--- src/rtl/fetch_ctrl_pkg.sv ---
// Shared types and constants for the instruction fetch controller.
package fetch_ctrl_pkg;

   typedef enum logic [2:0] {
      IDLE,
      REQ,
      WAIT,
      HOLD,
      DROP,
      HALT
   } fetch_state_t;

   localparam int INSTR_BYTES = 4;
   localparam int INSTR_W     = 32;

endpackage

--- src/rtl/fetch_ctrl_fetchbuf.sv ---
// One-entry holding buffer for a fetched word that ID could not accept yet.
module fetchbuf
   import fetch_ctrl_pkg::*;
(
   input  logic               clk,
   input  logic               nrst,
   input  logic               load,
   input  logic               clear,
   input  logic [INSTR_W-1:0] din,
   output logic [INSTR_W-1:0] dout,
   output logic               full
);

   logic [INSTR_W-1:0] data_q, data_d;
   logic               full_q, full_d;

   // clear wins over load so a redirect always empties the buffer
   always_comb begin
      data_d = data_q;
      full_d = full_q;
      if (clear) begin
         full_d = 1'b0;
      end else if (load) begin
         data_d = din;
         full_d = 1'b1;
      end
   end

   always_ff @(posedge clk or negedge nrst) begin
      if (!nrst) begin
         data_q <= '0;
         full_q <= 1'b0;
      end else begin
         data_q <= data_d;
         full_q <= full_d;
      end
   end

   assign dout = data_q;
   assign full = full_q;

endmodule

--- src/rtl/fetch_ctrl.sv ---
// Instruction fetch controller: one outstanding memory request, IF/ID register,
// branch/jump redirect with in-flight response dropping, sticky misalign halt.
module fetch_ctrl
   import fetch_ctrl_pkg::*;
#(
   parameter int          n        = 32,
   parameter logic [n-1:0] RESET_PC = '0
) (
   input  logic               clk,
   input  logic               nrst,
   input  logic               brnch,
   input  logic               isbr,
   input  logic               jmp,
   input  logic [n-1:0]       tgt,
   input  logic               stall,
   output logic               imem_req,
   output logic [n-1:0]       imem_addr,
   input  logic               imem_gnt,
   input  logic               imem_rvalid,
   input  logic [INSTR_W-1:0] imem_rdata,
   output logic               if_valid,
   output logic [INSTR_W-1:0] if_instr,
   output logic [n-1:0]       if_pc,
   output logic               flush,
   output logic               misalign
);

   fetch_state_t       state_q, state_d;
   logic [n-1:0]       pc_q, pc_d;
   logic               if_valid_q, if_valid_d;
   logic [INSTR_W-1:0] if_instr_q, if_instr_d;
   logic [n-1:0]       if_pc_q, if_pc_d;
   logic               misalign_q, misalign_d;

   logic               take_ok, bad_tgt;
   logic               cap;
   logic [INSTR_W-1:0] cap_instr;
   logic               buf_load, buf_clear, buf_full;
   logic [INSTR_W-1:0] buf_dout;

   // A halted fetch unit ignores redirects entirely.
   assign take_ok = ((isbr & brnch) | jmp) & (state_q != HALT);
   assign bad_tgt = (tgt[1:0] != 2'b00);

   always_ff @(posedge clk or negedge nrst) begin
      if (!nrst) begin
         state_q <= IDLE;
      end else begin
         state_q <= state_d;
      end
   end

   always_comb begin
      state_d = state_q;
      if (take_ok && bad_tgt) begin
         state_d = HALT;
      end else begin
         case (state_q)
            IDLE: state_d = REQ;
            REQ:  if (imem_gnt) state_d = take_ok ? DROP : WAIT;
            WAIT: begin
               if (take_ok)          state_d = imem_rvalid ? REQ : DROP;
               else if (imem_rvalid) state_d = stall ? HOLD : REQ;
            end
            HOLD: if (take_ok || !stall) state_d = REQ;
            DROP: if (imem_rvalid) state_d = REQ;
            HALT: state_d = HALT;
            default: state_d = IDLE;
         endcase
      end
   end

   always_comb begin
      imem_req = (state_q == REQ);
      flush    = take_ok;
   end

   // Datapath: PC, IF/ID register, buffer control and the sticky fault.
   always_comb begin
      pc_d       = pc_q;
      if_valid_d = if_valid_q;
      if_instr_d = if_instr_q;
      if_pc_d    = if_pc_q;
      misalign_d = misalign_q;
      buf_load   = 1'b0;
      buf_clear  = 1'b0;
      cap        = 1'b0;
      cap_instr  = '0;
      if (take_ok) begin
         buf_clear  = 1'b1;
         if_valid_d = 1'b0;
         if (bad_tgt) misalign_d = 1'b1;
         else         pc_d       = tgt;
      end else begin
         case (state_q)
            WAIT: begin
               if (imem_rvalid) begin
                  if (stall) begin
                     buf_load = 1'b1;
                  end else begin
                     cap       = 1'b1;
                     cap_instr = imem_rdata;
                  end
               end
            end
            HOLD: begin
               if (!stall && buf_full) begin
                  cap       = 1'b1;
                  cap_instr = buf_dout;
                  buf_clear = 1'b1;
               end
            end
            default: ;
         endcase
         // pc still names the captured word until the capture edge advances it
         if (cap) begin
            if_valid_d = 1'b1;
            if_instr_d = cap_instr;
            if_pc_d    = pc_q;
            pc_d       = pc_q + n'(INSTR_BYTES);
         end else if (!stall) begin
            if_valid_d = 1'b0;
         end
      end
   end

   always_ff @(posedge clk or negedge nrst) begin
      if (!nrst) begin
         pc_q       <= RESET_PC;
         if_valid_q <= 1'b0;
         if_instr_q <= '0;
         if_pc_q    <= '0;
         misalign_q <= 1'b0;
      end else begin
         pc_q       <= pc_d;
         if_valid_q <= if_valid_d;
         if_instr_q <= if_instr_d;
         if_pc_q    <= if_pc_d;
         misalign_q <= misalign_d;
      end
   end

   fetchbuf u_fetchbuf (
      .clk   (clk),
      .nrst  (nrst),
      .load  (buf_load),
      .clear (buf_clear),
      .din   (imem_rdata),
      .dout  (buf_dout),
      .full  (buf_full)
   );

   assign imem_addr = pc_q;
   assign if_valid  = if_valid_q;
   assign if_instr  = if_instr_q;
   assign if_pc     = if_pc_q;
   assign misalign  = misalign_q;

endmodule

--- config.mk ---
export PLATFORM = sky130hd
export DESIGN_NAME = fetch_ctrl
export DESIGN_NICKNAME = d
export VERILOG_FILES = /design/src/rtl/fetch_ctrl_pkg.sv /design/src/rtl/fetch_ctrl_fetchbuf.sv /design/src/rtl/fetch_ctrl.sv
export SDC_FILE = /design/constraint.sdc
export NUM_CORES = 1
export LEC_CHECK = 0
export CAP_MARGIN = 20
export CORE_MARGIN = 8
export CORE_UTILIZATION = 48
export DETAILED_ROUTE_END_ITERATION = 16
export PLACE_DENSITY = 0.8
export SLEW_MARGIN = 15
export SYNTH_ARGS = -nofsm -noshare
export SYNTH_HDL_FRONTEND = slang
export SYNTH_SLANG_ARGS = --single-unit
--- constraint.sdc ---
create_clock -name clk -period 2.6 [get_ports clk]
set_input_delay 0.26 -clock clk [delete_from_list [all_inputs] [get_ports clk]]
set_output_delay 0.26 -clock clk [all_outputs]
set_load 0.005 [all_outputs]
==> qor.txt <==
CP max FO -> 6
Largest net degree at the start of global routing -> 60
Syn Area/Cell -> 9.80 sq um
Worst path buffer plus inverter count -> 0
Number of port buffers -> 171
Final-stage net count -> 871
Cell taking the most area after synthesis -> dfrtp_1
Slowest stage cell, crit path -> or4_4
Crit path required time -> 2930 ps
# H-tree levels -> 4
Clk Tree Root Cell -> clkbuf_16
Routed len/inst -> 18.9 um
Antenna-violating nets left -> 0
Die W -> 129 um
Reg2reg start -> imem_addr[2]
Max Freq -> 0.436 GHz
Post-CTS Hold Fix Bufs -> 1
Vias in the first global route -> 5824
Status -> completed
Routed wire length -> 18.5 mm
Leakage -> 3.76 nW
Die area -> 0.0166 sq mm
Slew Limit Fails -> 0
Drt initial violations -> 605
Skew final -> 8.83 ps
Critical path depth -> 5
Crit. Startpoint -> imem_addr[2]
CTS clock-pin slew for the worst setup and hold paths -> 50 ps
Final setup violation count -> 0
Row count -> 41
DPL Wire Length -> 12.9 mm
Hold Path Class -> input pin to async pin
VDD IR max -> 0.467 mV
Worst setup margin -> 306 ps
Synth cell types -> 57
Synth Area in Adders -> 0.00205
Area of the multi-input gates -> 0.00256 sq mm
Crit path largest cell delay -> 600 ps
Final worst path period share -> 0.882
RSZ-0062 raised after global routing -> no
Share of layout cells above drive strength 1 -> 0.119
Worst slew margin -> 0.641
Crit-path leading delay family -> simple AND/OR/NAND/NOR gates
Post-synth EDFFs -> 0
Simple-gate share of the synthesized area -> 0.182
Register Area -> 0.00335 sq mm
Cells resized by post-CTS repair -> 0
Clock Latency Late Sink -> 410 ps
Mux cell area share after synthesis -> 0.0606
GR Overflow Total -> 0
Critical path class -> register to register
GRT Util Overall -> 0.227
Sequential share of the synthesized area -> 0.549
Total power -> 7.52 mW
First-pass GRT wire length -> 29.8 mm
Critical Path End Type -> register
Post-DR vias/cell -> 5.79
CTS tree -> done
Initial antenna violation count -> 0
Worst R2R Setup Slack -> 310 ps
Netlist Area Pre-Place -> 0.00611 sq mm
Worst-Margin Slew -> 538 ps
Core Util, Final -> 0.691
Fill count -> 978
Post-synthesis net count -> 697
Cells on worst reg2reg path -> 5
CP endpoint -> imem_addr[29]
Largest cells by area after synthesis -> dfrtp_1 55%, nand2_1 8.8%, mux2_2 5.9%
Drt pass-1 iters -> 8
Final Hold Vio Count -> 0
Num CTS Buffers -> 17
Die height -> 129 um
Share of Yosys cell area claimed by the top area cell type -> 0.549
Worst hold slack -> 399 ps
Boundary Pins -> 172
N_diodes -> 0
Setup tns final -> 0 ps
Compound-Gate Fraction of Synth Area -> 0.170
Core area -> 0.0125 sq mm
Primary FF master, synth -> dfrtp_1
RR Endpoint -> imem_addr[29]
Area delta synth->final -> 41.4%
Synth Register Bits -> 134
FFs w/ async S/R, synth -> 1.00
Vias -> 5684
Starting Density -> 0.488
CP startpoint kind -> register
Synth Instances -> 624
Synth Warn # -> 0
PwrDens -> 870 mW/mm^2
Setup bufs post-CTS -> 0
Main combinational cell family by area after synthesis -> simple AND/OR/NAND/NOR gates
Post-Synth XOR/XNOR Area -> 0.00430
Tmin final -> 2290 ps
Placer Congestion -> 0.905
Max-cap violations -> 0
Crit-path cells -> nand3_1 > or4_4 > or3_4 > or4_1 > a31oi_1
Clock Sinks -> 134
Worst endpoint data arrival time -> 2620 ps
Pre-CTS setup slack -> 198 ps
Clock Path Buffers -> 2
Drc violations -> 0
[cells in the mapped netlist (4+ instances only)]
master     count
a211oi_1       6
a21oi_1       27
a22oi_1       35
a2bb2oi_1      5
a31oi_1        7
and2_1         5
buf_2          5
clkbuf_1      32
dfrtp_1      134
inv_1          9
mux2_2        32
nand2_1      144
nand3_1       15
nand4_1       15
nor2_1        31
nor3_1         5
o21ai_0       45
o22a_1         4
o22ai_1       13
[state kept, by name (all words and copies together) (netlist names)]
register / flops
u_fetchbuf.full: 1
imem_addr: 32
if_valid: 1
u_fetchbuf.dout: 32
misalign: 1
if_instr: 32
state_q: 3
if_pc: 32
[layout make-up]
class	instances	area share
tap	172	0.0249
clock inverter	4	0.00810
multi-input combinational	441	0.297
inverter	9	0.00391
sequential	134	0.388
clock buffer	26	0.0566
timing repair buffer	195	0.222
[worst register-to-register path: stages (launching register included)]
cell and delay (ps):
dfrtp_1 410, nand3_1 240, or4_4 600, or3_4 360, or4_1 400, a31oi_1 200
[cell families (layout without fill, tap and decap cells)]
family                   after synthesis  after routing
multiplexers                          33             33
XOR/XNOR                               3              3
AO/OA/AOI/OAI                        160            160
flip-flops                           134            134
AND/OR/NAND/NOR                      244            244
buffers and inverters                 49            234
adder cells (fa/ha/maj)                1              1
[power breakdown]
part / switching [mW] / leakage, nW / total, mW / internal [mW]
combinational: 1.07 / 1.71 / 2.27 / 1.20
clock: 0.815 / 0.274 / 2.29 / 1.47
sequential: 0.484 / 1.77 / 2.96 / 2.48
total: 2.37 / 3.76 / 7.52 / 5.16
[metrics by stage]
step / instance area (sq um) / std cells
floorplan: 6110 / 624
global route: 8650 / 981
global placement: 8080 / 950
finish: 8650 / 981
detailed placement: 8080 / 950
CTS: 8650 / 981
[how the worst min path moves through the flow]
| stage | slack, ps | end | cells past startpoint |
|---|---|---|---|
| after global routing | 450 | if_pc[13] | 2 |
| after floorplan | -40 | if_instr[0] | 0 |
| after detailed placement | 260 | if_pc[30] | 1 |
| final | 400 | if_pc[13] | 2 |
| after global placement | 260 | if_pc[30] | 1 |
| after CTS | 410 | if_pc[13] | 2 |
[placed cells by master, fill, tap and decap left out, types with 7 or more instances in the layout]
master           synthesis  layout
o21ai_0                 45      45
clkdlybuf4s50_1          0     170
nand4_1                 15      15
nand3_1                 15      15
a21oi_1                 27      27
mux2_2                  32      32
dfrtp_1                134     134
clkbuf_16                0      17
buf_4                    0      21
a22oi_1                 35      35
nand2_1                144     144
inv_1                    9       9
o22ai_1                 13      13
a31oi_1                  7       7
nor2_1                  31      30
[per-layer routing]
layer	GRT usage	up-vias	routed length [um]
met5	0	-	0
met1	0.265	2774	7110
li1	-	2566	-
met4	0.0940	0	441
met2	0.376	294	9220
met3	0.0778	50	1760
(Power assumes the default switching activity.)
